<file path="src/rtl/alu_seq.sv">
// Sequential ALU: ADD/NAND/SUB with conditional execute, C/Z flags, valid/ready.
// Define ALU_SEQ_MUL_EN to add an iterative shift-add multiplier on opcode 100.
module alu_seq #(
    parameter int WIDTH = 16
) (
    input  logic             clk,
    input  logic             rst_n,
    input  logic             in_valid,
    output logic             in_ready,
    input  logic [WIDTH-1:0] in1,
    input  logic [WIDTH-1:0] in2,
    input  logic [2:0]       op,
    input  logic [1:0]       cond,
    output logic             out_valid,
    input  logic             out_ready,
    output logic [WIDTH-1:0] out,
    output logic             wr_en,
    output logic             carry,
    output logic             zero,
    output logic             compare,
    output logic             busy
);

    localparam logic [2:0] OP_ADD  = 3'b000;
    localparam logic [2:0] OP_NAND = 3'b001;
    localparam logic [2:0] OP_SUB  = 3'b010;
    localparam logic [2:0] OP_MUL  = 3'b100;

    logic             out_valid_q, out_valid_d;
    logic [WIDTH-1:0] out_q, out_d;
    logic             wr_en_q, wr_en_d;
    logic             carry_q, carry_d;
    logic             zero_q, zero_d;
    logic             compare_q, compare_d;
    logic             busy_q;

    logic             accept;
    logic             cond_ok;
    logic             legal;
    logic [WIDTH:0]   sum;
    logic [WIDTH-1:0] diff;
    logic [WIDTH-1:0] nand_r;

`ifdef ALU_SEQ_MUL_EN
    localparam int CW = $clog2(WIDTH) + 1;

    logic               busy_d;
    logic [2*WIDTH-1:0] acc_q, acc_d, acc_nx;
    logic [2*WIDTH-1:0] mcand_q, mcand_d;
    logic [WIDTH-1:0]   mplier_q, mplier_d;
    logic [CW-1:0]      cnt_q, cnt_d;
`endif

    assign in_ready = !busy_q && (!out_valid_q || out_ready);
    assign accept   = in_valid && in_ready;

    assign sum    = {1'b0, in1} + {1'b0, in2};
    assign diff   = in1 - in2;
    assign nand_r = ~(in1 & in2);

    always_comb begin
        cond_ok = 1'b1;
        case (cond)
            2'b01:   cond_ok = carry_q;
            2'b10:   cond_ok = zero_q;
            default: cond_ok = 1'b1;
        endcase
    end

    always_comb begin
        legal = 1'b0;
        case (op)
            OP_ADD, OP_NAND, OP_SUB: legal = 1'b1;
`ifdef ALU_SEQ_MUL_EN
            OP_MUL:                  legal = 1'b1;
`endif
            default:                 legal = 1'b0;
        endcase
    end

    always_comb begin
        out_valid_d = out_valid_q && !out_ready;
        out_d       = out_q;
        wr_en_d     = wr_en_q;
        carry_d     = carry_q;
        zero_d      = zero_q;
        compare_d   = compare_q;
`ifdef ALU_SEQ_MUL_EN
        busy_d      = busy_q;
        mcand_d     = mcand_q;
        mplier_d    = mplier_q;
        cnt_d       = cnt_q;
        acc_nx      = acc_q + (mplier_q[0] ? mcand_q : '0);
        acc_d       = acc_q;
`endif
        if (accept) begin
            compare_d   = (in1 == in2);
            out_valid_d = 1'b1;
            wr_en_d     = 1'b0;
            if (!legal) begin
                out_d = '0;
            end else if (!cond_ok) begin
                out_d = in1;
            end else begin
                unique case (1'b1)
                    (op == OP_ADD): begin
                        out_d   = sum[WIDTH-1:0];
                        carry_d = sum[WIDTH];
                        zero_d  = (sum[WIDTH-1:0] == '0);
                        wr_en_d = 1'b1;
                    end
                    (op == OP_NAND): begin
                        out_d   = nand_r;
                        zero_d  = (nand_r == '0);
                        wr_en_d = 1'b1;
                    end
                    (op == OP_SUB): begin
                        out_d   = diff;
                        carry_d = (in1 >= in2);
                        zero_d  = (diff == '0);
                        wr_en_d = 1'b1;
                    end
                    default: begin
`ifdef ALU_SEQ_MUL_EN
                        // Result and flags stay put until the last partial product.
                        out_valid_d = 1'b0;
                        wr_en_d     = wr_en_q;
                        busy_d      = 1'b1;
                        acc_d       = '0;
                        mcand_d     = {{WIDTH{1'b0}}, in1};
                        mplier_d    = in2;
                        cnt_d       = '0;
`endif
                    end
                endcase
            end
        end
`ifdef ALU_SEQ_MUL_EN
        if (busy_q) begin
            acc_d    = acc_nx;
            mcand_d  = mcand_q << 1;
            mplier_d = mplier_q >> 1;
            cnt_d    = cnt_q + 1'b1;
            if (cnt_q == CW'(WIDTH - 1)) begin
                busy_d      = 1'b0;
                out_valid_d = 1'b1;
                out_d       = acc_nx[WIDTH-1:0];
                carry_d     = |acc_nx[2*WIDTH-1:WIDTH];
                zero_d      = (acc_nx[WIDTH-1:0] == '0);
                wr_en_d     = 1'b1;
            end
        end
`endif
    end

    always_ff @(posedge clk or negedge rst_n) begin
        if (!rst_n) begin
            out_valid_q <= 1'b0;
            out_q       <= '0;
            wr_en_q     <= 1'b0;
            carry_q     <= 1'b0;
            zero_q      <= 1'b0;
            compare_q   <= 1'b0;
        end else begin
            out_valid_q <= out_valid_d;
            out_q       <= out_d;
            wr_en_q     <= wr_en_d;
            carry_q     <= carry_d;
            zero_q      <= zero_d;
            compare_q   <= compare_d;
        end
    end

`ifdef ALU_SEQ_MUL_EN
    always_ff @(posedge clk or negedge rst_n) begin
        if (!rst_n) begin
            busy_q   <= 1'b0;
            acc_q    <= '0;
            mcand_q  <= '0;
            mplier_q <= '0;
            cnt_q    <= '0;
        end else begin
            busy_q   <= busy_d;
            acc_q    <= acc_d;
            mcand_q  <= mcand_d;
            mplier_q <= mplier_d;
            cnt_q    <= cnt_d;
        end
    end
`else
    assign busy_q = 1'b0;
`endif

    assign out_valid = out_valid_q;
    assign out       = out_q;
    assign wr_en     = wr_en_q;
    assign carry     = carry_q;
    assign zero      = zero_q;
    assign compare   = compare_q;
    assign busy      = busy_q;

endmodule

</file>
<file path="config.mk">
export PLATFORM = sky130hd
export DESIGN_NAME = alu_seq
export DESIGN_NICKNAME = d
export VERILOG_FILES = /design/src/rtl/alu_seq.sv
export SDC_FILE = /design/constraint.sdc
export NUM_CORES = 1
export LEC_CHECK = 0
export ABC_CLOCK_PERIOD_IN_PS = 8000
export CAP_MARGIN = 20
export CORE_MARGIN = 3
export CORE_UTILIZATION = 70
export DETAILED_ROUTE_END_ITERATION = 10
export DONT_BUFFER_PORTS = 1
export PLACE_DENSITY = 0.86
export SYNTH_ARGS = -nofsm -noshare
export SYNTH_HDL_FRONTEND = slang
export SYNTH_SLANG_ARGS = --single-unit
</file>
<file path="constraint.sdc">
create_clock -name clk -period 8 [get_ports clk]
set_clock_uncertainty 0.05 [all_clocks]
set_input_delay 1.2 -clock clk [delete_from_list [all_inputs] [get_ports clk]]
set_output_delay 1.2 -clock clk [all_outputs]
set_load 0.02 [all_outputs]
</file>
======== Word-level counts from Yosys, hierarchy flattened ========
Cells that the tools add are included.
storage, ports and cells
  input bits .............................. 41
  output and inout port bits .............. 23
  memory bits (writable) .................. 0
  bits in registers ....................... 21
  bits in read-only memories .............. 0
  bits in latches ......................... 0
  memories kept ........................... 0
  word-level logic and storage cells ...... 42
operators by class
  add/sub/neg operators ................... 2
  shifts and indexed selects .............. 0
  multipliers ............................. 0
  bitwise gates (word level) .............. 2
  equality and inequality tests ........... 6
  muxes and demuxes ....................... 10
  div/mod/pow operators ................... 0
  reduce and logical (&&, ||, !) cells .... 15
  order comparisons ....................... 1
operators with widths
  operator              number
  $logic_not A16 Y1     3
  $pmux W16 S3          1
  $mux W16              2
  $add A16 B16 Y17      1
  $and A16 B16 Y16      1
  $eq A16 B16 Y1        1
  $ge A16 B16 Y1        1
  $not A16 Y16          1
  $sub A16 B16 Y16      1
  $reduce_and A4 Y1     2
  $ne A5 B2 Y1 const B  1
  $mux W1               4
  $pmux W1 S2           2
  $eq A3 B1 Y1 const B  1
  $eq A3 B2 Y1 const B  1
  $logic_not A3 Y1      1
  $pmux W1 S3           1
  $reduce_bool A3 Y1    1
  $reduce_or A3 Y1      1
  $eq A2 B1 Y1 const B  1
  $eq A2 B2 Y1 const B  1
  $logic_and A1 B1 Y1   2
  $logic_not A1 Y1      2
  $reduce_and A2 Y1     1
  2 further kinds       2

======== Logic depth before layout (Yosys ltp) ========
  depth after elaboration ................. 5
  gate-level depth with buffers ........... 13
  mapped depth without buffers ............ 13

======== Least setup slack after synthesis ========
No wires, ideal clock.
  kind .................................... input -> register
  start ................................... input in1[0]
  end ..................................... register zero_q (netlist: zero)
  data arrival time ....................... 4.094 ns
  stages on the path ...................... 13
  path slack .............................. 3.787 ns
  data required time ...................... 7.881 ns
  path buffers ............................ 0
  library setup time ...................... 0.069 ns
  cells stage by stage .................... inv_1 > ha_1 > inv_1 > fa_1 > a21oi_1 > nor2_1 > or3_4 > a2111o_1 > xnor2_2 > nand3_1 > or4_1 > or4b_1 > nand3_1
between the ends
  word-level cells in the longest chain between the ends .. 4
  elaborated cells between the ends (all ways) .. 8
  classes of those cells .................. add/sub (2); mux (1); bitwise (2); reduce/logical (3)
RTL lines
  item                                                      line  RTL
  from (decl)                                               10    input logic [WIDTH-1:0] in1,
  branches (longest 3 deep; another with $sub A16 B16 Y16)  --
  $pmux W1 S3 (*)                                           105   unique case (1'b1)
  to (signal assigned)                                      169   zero_q <= zero_d;
  to (decl)                                                 33    logic zero_q, zero_d;
Every way passes the cells marked *.
A chain may end at the register's enable or synchronous reset.

======== Worst setup path after layout ========
  start ................................... input cond[0]
  end ..................................... register zero_q (netlist: zero)
between the ends
  word-level cells in the longest chain between the ends .. 3
  elaborated cells between the ends (all ways) .. 4
  classes of those cells .................. eq/ne (2); mux (1); reduce/logical (1)
RTL lines
  item                                          line  RTL
  from (decl)                                   13    input logic [1:0] cond,
  $eq A2 B2 Y1 or $eq A2 B1 Y1 (tied branches)  63    case (cond)
  $pmux W1 S2 (*)                               63
  $reduce_and A4 Y1 (no source line) (*)        --
Mark *: on every way between the ends. The rest lies on a longest branch, timed or not.

==> flow_metrics.py <==
metrics = {
    "outcome": {
        "outcome": "finished, final reports clean",
    },
    "worst_setup_path": {
        "start_kind": "input port",
        "r2r_cells": 9,
        "r2r_start": "zero$_DFFE_PN0P_",
        "crit_arrival_ps": 4560,
        "r2r_end": "zero$_DFFE_PN0P_",
        "path_class": "input port to flip-flop",
        "endpoint_kind": "flip-flop",
        "ff2ff_setup_slack_ps": 4150,
        "crit_required_ps": 8150,
        "worstPathMaxFanout": 32,
    },
    "floorplanning": {
        "ioPinCount": 64,
        "coreArea_sq_um": 4086,
        "die_w_microns": 71.88,
        "die-area_sq_um": 5166,
        "initial_utilization_pct": 74.34,
        "fp.dieH_microns": 71.88,
        "floorplan.rows": 23,
    },
    "yosys": {
        "synthFlopType": "dfrtp_1",
        "synth-seq-area-share_pct": 17.30,
        "synth_cells": 412,
        "netlist_area_sq_um": 3038,
        "synth_edf_count": 0,
        "ys_top_cells_by_area": "dfrtp_1, ha_1, o21ai_0, xnor2_1, inv_1",
        "synth.largest_area_cell": "dfrtp_1",
        "synth_top_area_share_pct": 17.30,
        "synth_nets": 490,
        "synth_warnings": 0,
        "synthArstFlopShare_pct": 100.0,
        "synth_cell_types": 61,
        "syn_area_per_cell_sq_um": 7.374,
        "ys_ff_latch": 21,
    },
    "timing": {
        "whs_ps": 573.3,
        "max_freq_mhz": 226.8,
        "tns_ps": 0,
        "finalSetupViolations": 0,
        "drv_slew": 0,
        "slew_headroom_pct": 30.10,
        "hold_violations": 0,
        "setup_slack_ps": 3590,
        "worst_pin_slew_ps": 1048,
        "grt_setup_unrepaired": "no",
        "timing.final.crit_share_pct": 55.12,
        "final.min_clock_period_ps": 4410,
    },
    "global_route": {
        "gr-total-overflow": 0,
        "antenna_found_initial": 0,
        "grt_busiest_layer": "met2",
        "grtUsageMet1_pct": 46.35,
        "track_usage_pct": 33.14,
        "grt_pass1_wl_microns": 13660,
        "grt_pass1_vias": 2849,
        "use_met3_pct": 5.470,
        "grt_util_met2_pct": 51.53,
        "grt_max_degree": 33,
    },
    "final_layout": {
        "antenna_cells": 0,
        "synthToLayoutAreaGrowth_pct": 0.2471,
        "nNetsFinal": 473,
        "mostFrequentLayoutCells": "o21ai_0, inv_1, nand2_1, ha_1, a21oi_1",
        "mostFrequentLayoutCell": "o21ai_0",
        "final_util_pct": 74.53,
        "layout-drive-gt1-share_pct": 3.046,
    },
    "power": {
        "p_sw_share_pct": 44.08,
        "p_sw_uw": 185.3,
        "powerDensity_nw_per_um2": 138.0,
        "power_uw": 420.3,
        "power_leakage_nw": 1.331,
        "peakVddDrop_uv": 66.13,
        "p_seq_share_pct": 35.3,
        "clkPwrFrac_pct": 16.2,
        "p_comb_share_pct": 48.5,
        "intPower_uw": 235.0,
    },
    "clock_tree": {
        "cts_max_path_buffers": 2,
        "clk_pin_slew_worst_paths_ps": 70,
        "cts_setup_buffers": 0,
        "cts_root_buf": "clkbuf_8",
        "postCtsHoldBufs": 0,
        "clk_latency_ps": 260,
        "cts_inserted_buffers": 3,
        "cts_tree": "built",
        "clock_sinks": 21,
        "h-tree-depth": 1,
        "cts_resized": 0,
    },
    "route": {
        "drt-vias-per-instance": 6.883,
        "drt_first_iter_violations": 364,
        "drc_errors": 0,
        "drtAntennaViolNets": 0,
        "dr.pass1.iters": 5,
        "wl_per_cell_microns": 19.05,
        "vias": 3056,
        "wl_microns": 8460,
    },
    "placed_design": {
        "port_buffers": 0,
        "gp_congestion": 0.9801,
        "dp_slack_ps": 3418,
        "hpwl_microns": 6602,
    },
    "flow_run": {
        "max_cap_viol_count": 0,
    },
    "hold_path": {
        "hp-start": "out[1]$_DFFE_PN0P_",
        "hold_end": "out[1]$_DFFE_PN0P_",
        "hp-class": "flip-flop to flip-flop",
        "hold_depth": 2,
    },
}
## worst max-delay path, cell delays in order
cell and delay [ps]:
inv_1 20, ha_1 260, a221o_1 800, nand4_1 300, a21boi_0 330, nand3_1 120
nor4_1 340, nand3_1 110, or4_1 460, or4b_1 510, nand3_1 90
## synth_stat cells, drive strengths merged (4+ instances only)
| cell | n |
|---|---|
| a211oi | 5 |
| a221oi | 6 |
| o21bai | 5 |
| a21o | 5 |
| o31ai | 4 |
| or3 | 6 |
| nand4 | 7 |
| a31oi | 4 |
| nand2b | 7 |
| o221ai | 7 |
| clkbuf | 15 |
| a21oi | 27 |
| xor2 | 6 |
| xnor2 | 20 |
| nor2b | 6 |
| dfrtp | 21 |
| o21ai | 52 |
| nor4 | 7 |
| nor2 | 23 |
| nand2 | 36 |
| nor3 | 13 |
| buf | 7 |
| nand3 | 10 |
| inv | 38 |
| ha | 35 |
## per-layer routing
| metal | part of all wire [%] | wire length, microns |
|---|---|---|
| met5 | 0 | 0 |
| met4 | 2.3 | 197 |
| met3 | 12 | 1049 |
| met2 | 44 | 3695 |
| met1 | 42 | 3518 |
## through the flow
stage	cells	cell area [sq um]
2_1_floorplan	412	3038
3_3_place_gp	440	3000
3_5_place_dp	440	3000
4_1_cts	444	3045
5_1_grt	444	3045
6_report	444	3045
## state kept, by name, summed over array words and instances, names as in the netlist
register,cells
zero,1
out_valid,1
compare,1
carry,1
out,16
wr_en,1
## final cells by class
type / instances / area [sq um]
clock buffer: 4 / 45.04
fill: 362 / 1041
inverter: 38 / 142.6
multi-input combinational: 331 / 2270
sequential: 21 / 525.5
tap: 50 / 62.56
## worst max path at each step
| stage | startpoint | endpoint | slack (ps) |
|---|---|---|---|
| finish | cond[0] | zero$_DFFE_PN0P_ | 3590 |
| global route | cond[0] | zero$_DFFE_PN0P_ | 3340 |
| CTS | cond[0] | zero$_DFFE_PN0P_ | 3690 |
| detailed placement | cond[0] | zero$_DFFE_PN0P_ | 3420 |
| global placement | cond[0] | zero$_DFFE_PN0P_ | 3570 |
| floorplan | in1[0] | zero$_DFFE_PN0P_ | 3790 |
## power by group through the flow
stage                     Clock, mW  Combinational (mW)  Sequential [mW]
after floorplan                   0               0.159            0.148
after global placement            0               0.193            0.150
after detailed placement          0               0.196            0.151
after CTS                    0.0707               0.197            0.149
after global routing         0.0734               0.223            0.150
final                        0.0683               0.204            0.148
## cells by family (layout without fill, tap and decap cells)
kind of cell	Yosys count	in the layout	synth area share, %
other cells	1	1	0.1234
compound gates	134	134	28.05
flops	21	21	17.30
simple gates	130	130	22.08
buf+inv	60	42	7.990
fa+ha+maj	37	37	15.73
xor+xnor	26	26	7.743
mux	3	3	0.9885
(Power assumes the default switching activity.)
